==> config.mk <==
export PLATFORM = sky130hd
export DESIGN_NAME = upg_load_ctrl
export DESIGN_NICKNAME = d
export VERILOG_FILES = /design/src/rtl/upg_load_ctrl.sv
export SDC_FILE = /design/constraint.sdc
export NUM_CORES = 1
export LEC_CHECK = 0
export ABC_AREA = 1
export BUFFER_PORTS_ARGS = -buffer_cell sky130_fd_sc_hd__buf_2
export CAP_MARGIN = 5
export CORE_MARGIN = 2
export CORE_UTILIZATION = 50
export DETAILED_ROUTE_END_ITERATION = 12
export PLACE_DENSITY = 0.68
export SLEW_MARGIN = 30
export SYNTH_ARGS = -nofsm -noshare
export SYNTH_HDL_FRONTEND = slang
export SYNTH_SLANG_ARGS = --single-unit
==> constraint.sdc <==
create_clock -name clk -period 1.6 [get_ports clk]
set_input_delay 0.32 -clock clk [delete_from_list [all_inputs] [get_ports clk]]
set_output_delay 0.32 -clock clk [all_outputs]
set_load 0.01 [all_outputs]
==> src/rtl/upg_load_ctrl.sv <==
// upg_load_ctrl: UART program/data loader and memory arbiter.
// Receives a frame {TGT, CNT_L, CNT_H, 4*N data bytes} and assembles
// little-endian 32-bit words. Each word is written one cycle after its
// last byte arrives. The CPU is held in reset while the loader owns memory.
// Optional feature macro: UPG_CHECKSUM_EN. When defined, an XOR checksum
// byte follows the data and must match before memory is handed back.
module upg_load_ctrl #(
  parameter int unsigned ADDR_W      = 14,
  parameter int unsigned MAX_WORDS   = 16384,
  parameter int unsigned TIMEOUT_CYC = 1000000
) (
  input  logic              clk,
  input  logic              rst,
  input  logic              start_i,
  input  logic              rx_valid_i,
  input  logic [7:0]        rx_data_i,
  output logic              upg_wen_o,
  output logic [ADDR_W:0]   upg_adr_o,
  output logic [31:0]       upg_dat_o,
  output logic              upg_done_o,
  output logic              cpu_rst_o,
  output logic              busy_o,
  output logic              err_o
);

  localparam int unsigned IDLE_W = (TIMEOUT_CYC < 2) ? 1 : $clog2(TIMEOUT_CYC);

  typedef enum logic [2:0] {
    S_IDLE,
    S_HDR_TGT,
    S_HDR_CNTL,
    S_HDR_CNTH,
    S_DATA,
`ifdef UPG_CHECKSUM_EN
    S_CHK,
`endif
    S_DONE,
    S_ERROR
  } state_t;

  state_t              state_q, state_d;
  logic                tgt_q;
  logic [15:0]         cnt_q;
  logic [ADDR_W-1:0]   word_idx_q;
  logic [1:0]          byte_cnt_q;
  logic [23:0]         asm_q;
  logic [IDLE_W-1:0]   idle_cnt_q;
  logic                drain_q;
  logic [15:0]         hdr_n;
  logic                data_byte;
  logic                word_last;
  logic                timeout_hit;
`ifdef UPG_CHECKSUM_EN
  logic [7:0]          chk_q;
`endif

  // Decoded per-cycle events shared by the FSM and the datapath
  always_comb begin
    hdr_n       = {rx_data_i, cnt_q[7:0]};
    data_byte   = (state_q == S_DATA) && rx_valid_i && !drain_q;
    word_last   = (32'(word_idx_q) + 32'd1) == 32'(cnt_q);
    timeout_hit = busy_o && !rx_valid_i && !drain_q &&
                  (idle_cnt_q == IDLE_W'(TIMEOUT_CYC - 1));
  end

  // Status outputs are pure functions of the current state
  always_comb begin
    busy_o = 1'b0;
    case (state_q)
      S_HDR_TGT, S_HDR_CNTL, S_HDR_CNTH, S_DATA: busy_o = 1'b1;
`ifdef UPG_CHECKSUM_EN
      S_CHK: busy_o = 1'b1;
`endif
      default: busy_o = 1'b0;
    endcase
    err_o      = (state_q == S_ERROR);
    upg_done_o = (state_q == S_IDLE) || (state_q == S_DONE);
    cpu_rst_o  = busy_o || err_o;
  end

  // Next-state logic; a timeout overrides any other transition
  always_comb begin
    state_d = state_q;
    case (state_q)
      S_IDLE, S_DONE, S_ERROR: if (start_i) state_d = S_HDR_TGT;
      S_HDR_TGT:  if (rx_valid_i) state_d = S_HDR_CNTL;
      S_HDR_CNTL: if (rx_valid_i) state_d = S_HDR_CNTH;
      S_HDR_CNTH:
        if (rx_valid_i) begin
          if (hdr_n == '0) begin
`ifdef UPG_CHECKSUM_EN
            state_d = S_CHK;
`else
            state_d = S_DONE;
`endif
          end else if (32'(hdr_n) > MAX_WORDS) begin
            state_d = S_ERROR;
          end else begin
            state_d = S_DATA;
          end
        end
      S_DATA: begin
`ifdef UPG_CHECKSUM_EN
        if (data_byte && byte_cnt_q == 2'd3 && word_last) state_d = S_CHK;
`else
        // Stay in DATA through the final write pulse so memory is never
        // handed back while the last word is still being written.
        if (drain_q) state_d = S_DONE;
`endif
      end
`ifdef UPG_CHECKSUM_EN
      S_CHK: if (rx_valid_i) state_d = (rx_data_i == chk_q) ? S_DONE : S_ERROR;
`endif
      default: state_d = S_IDLE;
    endcase
    if (timeout_hit) state_d = S_ERROR;
  end

  // State register
  always_ff @(posedge clk) begin
    if (rst) state_q <= S_IDLE;
    else     state_q <= state_d;
  end

  // Header capture, word assembly, write strobe and idle timer
  always_ff @(posedge clk) begin
    if (rst) begin
      tgt_q      <= 1'b0;
      cnt_q      <= '0;
      word_idx_q <= '0;
      byte_cnt_q <= '0;
      asm_q      <= '0;
      idle_cnt_q <= '0;
      upg_wen_o  <= 1'b0;
      upg_adr_o  <= '0;
      upg_dat_o  <= '0;
`ifdef UPG_CHECKSUM_EN
      chk_q      <= '0;
`else
      drain_q    <= 1'b0;
`endif
    end else begin
      upg_wen_o <= data_byte && (byte_cnt_q == 2'd3);
`ifndef UPG_CHECKSUM_EN
      drain_q   <= data_byte && (byte_cnt_q == 2'd3) && word_last;
`endif
      if (upg_wen_o) word_idx_q <= word_idx_q + 1'b1;

      if (data_byte) begin
        byte_cnt_q <= byte_cnt_q + 2'd1;
`ifdef UPG_CHECKSUM_EN
        chk_q      <= chk_q ^ rx_data_i;
`endif
        case (byte_cnt_q)
          2'd0: asm_q[7:0]   <= rx_data_i;
          2'd1: asm_q[15:8]  <= rx_data_i;
          2'd2: asm_q[23:16] <= rx_data_i;
          default: begin
            upg_dat_o <= {rx_data_i, asm_q};
            upg_adr_o <= {tgt_q, word_idx_q};
          end
        endcase
      end

      if (rx_valid_i) begin
        case (state_q)
          S_HDR_TGT:  tgt_q      <= rx_data_i[0];
          S_HDR_CNTL: cnt_q[7:0] <= rx_data_i;
          S_HDR_CNTH: begin
            cnt_q[15:8] <= rx_data_i;
            word_idx_q  <= '0;
            byte_cnt_q  <= '0;
`ifdef UPG_CHECKSUM_EN
            chk_q       <= '0;
`endif
          end
          default: ;
        endcase
      end

      if (!busy_o || rx_valid_i) idle_cnt_q <= '0;
      else                       idle_cnt_q <= idle_cnt_q + 1'b1;
    end
  end

`ifdef UPG_CHECKSUM_EN
  // Without a drain phase the final write overlaps the CHK state instead
  always_comb drain_q = 1'b0;
`endif

endmodule
# After elaboration in Yosys (flattened, before gate mapping)

Cells that the tools add are included.

Bits of input ports: 12
Word-level logic and storage cells: 88
Bits in read-only memories: 0
Output and inout bits: 52
Bits in latches: 0
Bits in writable memories: 0
Register bits after elaboration: 129
Memories kept: 0

Reduce and logical (&&, ||, !) cells: 30
$mul: 0
Shift operators: 0
Order comparisons: 1
Eq/ne operators: 21
Div/mod/pow operators: 0
Mux-type cells: 16
Bitwise gates (word level): 1
Add/subtract/negate cells: 4

Operators with widths:

| kind                                                                              | number |
|---|---|
| 14-bit 2-to-1 mux                                                                 | 3 |
| 20-bit by 1-bit adder with 20-bit output, second input constant                   | 1 |
| 20-bit equality test, second input constant                                       | 1 |
| 3-bit 2-to-1 mux                                                                  | 6 |
| 15-bit by 16-bit equality test with 1-bit output                                  | 1 |
| 16-bit by 15-bit greater-than comparator with 1-bit output, second input constant | 1 |
| 16-bit logical NOT                                                                | 1 |
| 14-bit by 1-bit adder with 15-bit output, second input constant                   | 1 |
| 3-bit inequality test, second input constant                                      | 5 |
| 3-bit one-hot mux with 5 select lines                                             | 1 |
| 14-bit by 1-bit adder with 14-bit output, second input constant                   | 1 |
| 2-bit AND reduction                                                               | 7 |
| 2-bit 2-to-1 mux                                                                  | 5 |
| 2-bit inequality test, second input constant                                      | 5 |
| 5-bit AND reduction                                                               | 2 |
| 3-bit equality test, second input constant                                        | 3 |
| 1-bit logical AND                                                                 | 7 |
| 3-bit by 2-bit equality test with 1-bit output, second input constant             | 2 |
| 3-bit OR reduction                                                                | 2 |
| 2-bit equality test, second input constant                                        | 2 |
| 2-bit OR reduction                                                                | 2 |
| 4-bit OR reduction                                                                | 1 |
| 3-bit by 1-bit equality test with 1-bit output, second input constant             | 1 |
| 1-bit logical NOT                                                                 | 3 |
| other kinds (7)                                                                   | 9 |

# Depth between registers and ports, before layout

Gate-level depths: netlist of the first run.

Word-level depth: 8
Depth in mapped cells: 13
Gate-level depth less buffers: 13

# Worst setup path after synthesis of the first run

No wires, ideal clock.

Kind: reg-to-reg
Start point: register word_idx_q[0]
End point: register drain_q
Stages on the path, launching flop included: 12
Data arrival time: 1.406 ns
Setup slack: 0.131 ns
Buffers on the path: 0
Clock period less this slack: 1.469 ns
Data required time: 1.536 ns
Setup time: 0.064 ns
Path through: dfxtp_1 -> ha_1 -> nand2_1 -> nor2_4 -> nand2_1 -> nand2_1 -> nand2_1 -> nand2_1 -> nand2_1 -> nor2_1 -> nand3_1 -> nor2_1

Word-level cells in the longest chain between the ends: 3

RTL lines:

| element                                          | line | text |
|---|---|---|
| start, declared                                  | 44   | `logic [ADDR_W-1:0] word_idx_q;` |
| start signal, assigned                           | 147  | `if (upg_wen_o) word_idx_q <= word_idx_q + 1'b1;` |
| 14-bit by 1-bit adder with 15-bit output         | 61   | `word_last = (32'(word_idx_q) + 32'd1) == 32'(cnt_q);` |
| 15-bit by 16-bit equality test with 1-bit output | 61   |  |
| 1-bit logical AND                                | 145  | `drain_q <= data_byte && (byte_cnt_q == 2'd3) && word_last;` |
| end signal, assigned                             | 145  |  |
| end, declared                                    | 48   | `logic drain_q;` |

No other way between the ends.
A chain may end at the register's enable or synchronous reset.

# Final worst setup path of the first run

Start point: register state_q[1]
End point: output port cpu_rst_o

Word-level cells in the longest chain between the ends: 4
Elaborated cells on any way between the ends: 8
Classes of those cells: eq/ne: 5; mux: 1; reduce/logical: 2

RTL lines:

| element                                           | line | text |
|---|---|---|
| start, declared                                   | 41   | `state_t state_q, state_d;` |
| start signal, assigned                            | 122  | `else state_q <= state_d;` |
| 3-bit equality test, or another cell as far along | 69   | `case (state_q)` |
| 4-bit OR reduction                                | 69   |  |
| 1-bit 2-to-1 mux                                  | 69   |  |
| 1-bit logical OR *                                | 78   | `cpu_rst_o = busy_o \|\| err_o;` |
| end, declared                                     | 21   | `output logic cpu_rst_o,` |

Mark *: on every way between the ends. The rest lies on a longest branch, timed or not.

==> flow_summary.toml, run 1 <==
[grt]
grt_max_degree = 56
gr-total-overflow = 0
track_usage = 0.2422
grt_pass1_vias = 4879
grt_pass1_wl_mm = 22.29
antenna_found_initial = 0

[sta]
clock.fmax_mhz = 553.7
min_period_ns = 1.806
worst_slew_pin_slew_ns = 0.5363
timing.final.ws_setup_ns = -0.2059
hold_violations = 0
maxSlewHeadroom = 0.6402
rsz0062_at_grt = "yes"
fin_setup_tns_ns = -1.258
setup_viol = 29
fin_skew_ns = 0.005717
timing.final.max_slew_violations = 0
timing.hold.ws_ns = 0.09227
period_share = 1.129

[synth]
syn-instance-count = 747
synth.top_cells.by_count = "dfxtp_1, nor2_1, o21ai_0, nand2_1, inv_1"
synth_area_um2 = 5588
ys_seq_elements = 129
yosysSeqAreaShare = 0.4622
synth_nets = 765
async_flop_share = 0
synth_top_area_cell = "dfxtp_1"
synth.distinct_cells = 37
yosysTopAreaCellShare = 0.4622
synth_flop_cell = "dfxtp_1"
synth_edf_count = 0
yosys-top-cells-area = "dfxtp_1, o21ai_0, nor2_1"
synth_warnings = 0
synth_most_common_cell = "dfxtp_1"
avgSynthCellArea_um2 = 7.480

[critical_path]
r2r_slack_ns = -0.08
crit_type = "flip-flop to output port"
reg2reg_to = "upg_adr_o[5]$_SDFFE_PP0P_"
path_max_fanout = 4
slowest_delay_ns = 0.38
r2r_start = "state_q[0]$_SDFFE_PP0P_"
worst_ep_arrival_time_ns = 1.49
cp-end-kind = "output port"
path_cells = "inv_4 > nor2_4 > nand2_2 > nand2_4 > nor2_4 > nand2_1 > buf_2"
cpMostUsedCell = "nor2_4"
cp-start-kind = "flip-flop"
cpMaxStageDelayCell = "dfxtp_4"
reg2reg_depth = 10
required_ns = 1.28

[final_layout]
fin_area_um2 = 7460
fin_nets = 881
num_antenna_cells = 0
ff_latch_area_um2 = 2610
multi_input_area_um2 = 2675
area_delta_synth_final_pct = 33.50
fin_util = 0.6851
finalNonFillerCells = 1016
nFillCells = 843
drive_gt1_frac = 0.2705

[placed_design]
place_hpwl_mm = 9.443
place_congestion = 0.8987
dpl.cell_count = 949
dpl_cell_area_um2 = 6158
numPortBuffers = 63

[cts]
cts-root-buf = "clkbuf_8"
clock_sinks = 129
cts.path.max_buffers = 2
clock_latency_ns = 0.54
clk_pin_slew_ns = 0.06
htreeDepth = 4
cts_tree = "yes"
cts_made_buffers = 17

[floorplan]
die_area_um2 = 12040
initial_core_util = 0.5132
die_w_um = 109.7
row_count = 38
core_area_um2 = 10890
pin_count = 64
die_h_um = 109.7

[routing]
drt_iter0_drc = 367
post_drt_wl_per_cell_um = 15.94
ant_nets = 0
dr.pass1.iters = 5
wl_mm = 16.19
post-route-drc-count = 0
vias_per_cell = 5.432
vias = 5519

[status]
violations = "setup timing"
outcome = "finished, violations left"

[hold_path]
hp-start = "rx_data_i[2]"
hold_depth = 3
hold_class = "input port to flip-flop"
hold_end = "cnt_q[10]$_SDFFE_PP0P_"

[pwr]
power_leakage_nw = 3.291
p_per_area_nw_per_um2 = 1243
max-vdd-ir-drop_v = 0.0009222

[run]
cap_violations = 0
==> power breakdown <==
| part | internal, mW | switching (mW) | total, mW |
|---|---|---|---|
| Clock | 2.67 | 1.47 | 4.14 |
| Sequential | 3.39 | 0.169 | 3.55 |
| Combinational | 0.661 | 0.914 | 1.58 |
==> cell families after synthesis <==
kind of cell,Yosys count,synth area share
AO/OA/AOI/OAI,196,0.1829
AND/OR/NAND/NOR,291,0.2360
buffers and inverters,117,0.09046
flip-flops,129,0.4622
adder cells (fa/ha/maj),6,0.01343
XOR/XNOR,8,0.01500
==> through the flow <==
step	power, mW	worst slack (ns)
2_1_floorplan	4.402	0.1307
3_3_place_gp	4.685	0.03266
3_5_place_dp	4.733	-0.05329
4_1_cts	9.041	-0.2080
5_1_grt	9.620	-0.2967
6_report	9.272	-0.2059
==> layout make-up <==
class / instances / share of cell area
tap: 140 / 0.02348
clock buffer: 21 / 0.06156
multi-input combinational: 501 / 0.3586
timing repair buffer: 125 / 0.1328
inverter: 86 / 0.04764
timing repair inverter: 3 / 0.002348
sequential: 129 / 0.3499
clock inverter: 11 / 0.02365
==> worst max path at each step <==
stage	startpoint	depth (start not counted)	to
after floorplan	word_idx_q[0]$_SDFF_PP0_	11	drain_q$_SDFF_PP0_
after global placement	idle_cnt_q[0]$_SDFF_PP0_	9	idle_cnt_q[16]$_SDFF_PP0_
after detailed placement	state_q[2]$_SDFFE_PP0P_	7	upg_dat_o[8]$_SDFFE_PP0P_
after CTS	state_q[1]$_SDFFE_PP0P_	7	cpu_rst_o
after global routing	state_q[1]$_SDFFE_PP0P_	7	cpu_rst_o
final	state_q[1]$_SDFFE_PP0P_	7	cpu_rst_o
==> state kept, by name, summed over array words and instances (netlist names) <==
signal      cells
word_idx_q     14
state_q         3
byte_cnt_q      2
upg_dat_o      32
upg_wen_o       1
idle_cnt_q     20
tgt_q           1
asm_q          24
upg_adr_o      15
cnt_q          16
drain_q         1
==> placed cells by master (no fill, tap or decap), drive strengths merged, types with 6 or more instances in the layout <==
| cell | instances |
|---|---|
| dfxtp | 129 |
| nand4 | 11 |
| a21oi | 82 |
| o21ai | 105 |
| inv | 85 |
| nand3 | 36 |
| buf | 119 |
| nand2 | 105 |
| nor2 | 121 |
| nor3 | 9 |
| clkinv | 9 |
| clkbuf | 26 |
| ha | 6 |
==> metal layers <==
metal	share of wire	vias to the layer above	global-route usage
met2	0.48	212	0.3946
met1	0.42	2579	0.2942
met4	0.036	0	0.1284
met3	0.061	54	0.06106
li1	-	2674	-
met5	0	-	0
==> critical path: cells and delay by family, from the launching register on <==
kind          cells  cell delay [ns]
simple gates      5             0.40
flops             1             0.38
buf+inv           2             0.17
==> what timing repair did <==
item,in CTS,in global routing
hold buffers,1,0
pin swaps,3,26
endpoints found under the setup margin,53,77
gates cloned,0,12
resized for setup,20,85
setup buffers,7,15
hold endpoints to repair,2,0
Power figures use the tool's default switching activity.
==> inputs of run 2 (changes only) <==
--- a/config.mk
+++ b/config.mk
@@ -8,7 +8,7 @@
 export ABC_AREA = 1
 export BUFFER_PORTS_ARGS = -buffer_cell sky130_fd_sc_hd__buf_2
 export CAP_MARGIN = 5
-export CORE_MARGIN = 2
+export CORE_ASPECT_RATIO = 0.6
 export CORE_UTILIZATION = 50
 export DETAILED_ROUTE_END_ITERATION = 12
 export PLACE_DENSITY = 0.68
==> flow_summary.toml, run 2 (synthesized netlist as in run 1, its figures left out) <==
[status]
outcome = "finished, violations left"
violations = "DRC, setup timing"

[cts]
htreeDepth = 4
cts.path.max_buffers = 2
cts_hold_buf = 0
cts_made_buffers = 17
clk_pin_slew_ns = 0.05
clock_sinks = 129
cts_tree = "yes"
cts-root-buf = "clkbuf_16"
clock_latency_ns = 0.42

[critical_path]
path_max_fanout = 3
cp-end-kind = "output port"
required_ns = 1.28
r2r_slack_ns = -0.02
cp-start-kind = "flip-flop"
crit_type = "flip-flop to output port"
worst_ep_arrival_time_ns = 1.40

[sta]
maxSlewHeadroom = 0.6635
period_share = 1.072
hold_violations = 0
timing.final.ws_setup_ns = -0.1156
timing.final.max_slew_violations = 0
min_period_ns = 1.716
worst_slew_pin_slew_ns = 0.5017
setup_viol = 5
rsz0062_at_grt = "yes"
fin_skew_ns = 0.009330
timing.hold.ws_ns = 0.1025
clock.fmax_mhz = 582.9

[grt]
grt_max_degree = 51
use_met2 = 0.4061
antenna_found_initial = 0
grt_busiest_layer = "met2"
grt_pass1_wl_mm = 24.18
grt_pass1_vias = 5069
gr-total-overflow = 0
use_met3 = 0.06942
grtUsageMet1 = 0.3596
track_usage = 0.2645

[floorplan]
core_area_um2 = 10700
die_w_um = 138.5
row_count = 29
pin_count = 64
die_area_um2 = 11620
initial_core_util = 0.5220
die_h_um = 83.89

[final_layout]
fin_util = 0.6680
fin_nets = 870
top_register = "upg_dat_o"
area_delta_synth_final_pct = 27.97
final_cell_mix = "dfxtp_1, nor2_1, o21ai_0"
num_antenna_cells = 0
layout_commonest_cell = "dfxtp_1"
largest_register_ffs = 32
reg_top3 = "upg_dat_o: 32 flops, asm_q: 24 flops, idle_cnt_q: 20 flops"
finalNonFillerCells = 1004
drive_gt1_frac = 0.2416

[run]
cap_violations = 0

[routing]
post_drt_wl_per_cell_um = 15.26
vias_per_cell = 5.378
vias = 5400
post-route-drc-count = 6
dr.pass1.iters = 10
wl_mm = 15.32
ant_nets = 0
drt_iter0_drc = 550

[hold_path]
hold_class = "input port to flip-flop"

[placed_design]
place_congestion = 0.9443
dpl.cell_count = 949
place_hpwl_mm = 10.27
numPortBuffers = 63

[pwr]
power_mw = 9.247
power_leakage_nw = 3.157
p_per_area_nw_per_um2 = 1293
max-vdd-ir-drop_v = 0.0008590
[run 2: repair_timing]
action                     4_1_cts  5_1_grt
cloned                           0        2
gates resized for setup         24       33
setup buffers                   10       11
setup endpoints to repair       25       47
pin swaps                        7        9
[run 2: critical path, cell delays in order, from the launching register on]
cell     delay, ns
dfxtp_4       0.39
inv_4         0.05
nor2_4        0.14
nand2_2       0.08
nand2_2       0.10
nor2_4        0.05
nand2_1       0.05
buf_2         0.12
[run 2: per-stage QoR]
stage / worst slack, ns / cell area [um^2] / setup TNS [ns]
floorplan: 0.1307 / 5588 / 0
global placement: -0.03336 / 6165 / -0.03336
detailed placement: -0.09399 / 6165 / -0.7052
CTS: -0.09544 / 6930 / -0.2126
global route: -0.1797 / 7151 / -1.508
finish: -0.1156 / 7151 / -0.3071
[run 2: power breakdown]
group	internal, mW	total [mW]	switching (mW)
registers	3.39	3.57	0.178
clock network	2.64	4.13	1.50
logic	0.649	1.54	0.894
total	6.68	9.25	2.57
[run 2: path summary, 6_finish.rpt]
| path | startpoint | to | depth (start not counted) |
|---|---|---|---|
| min | rst | state_q[2]$_SDFFE_PP0P_ | 2 |
| min reg2reg | cnt_q[15]$_SDFFE_PP0P_ | cnt_q[15]$_SDFFE_PP0P_ | 2 |
| max | state_q[1]$_SDFFE_PP0P_ | cpu_rst_o | 7 |
| max reg2reg | state_q[0]$_SDFFE_PP0P_ | drain_q$_SDFF_PP0_ | 9 |
[run 2: final cells by class]
class | instances | area (um^2)
Multi-Input combinational cell | 501 | 2599
Fill cell | 873 | 3553
Tap cell | 139 | 173.9
Timing Repair Buffer | 117 | 800.8
Sequential cell | 129 | 2601
Inverter | 86 | 342.8
Clock buffer | 18 | 429.2
Clock inverter | 14 | 203.9
[run 2: layer usage]
metal | up-vias | routed length, um
met4 | 0 | 238
met1 | 2525 | 7287
met2 | 197 | 6672
met5 | - | 0
li1 | 2646 | -
met3 | 32 | 1119
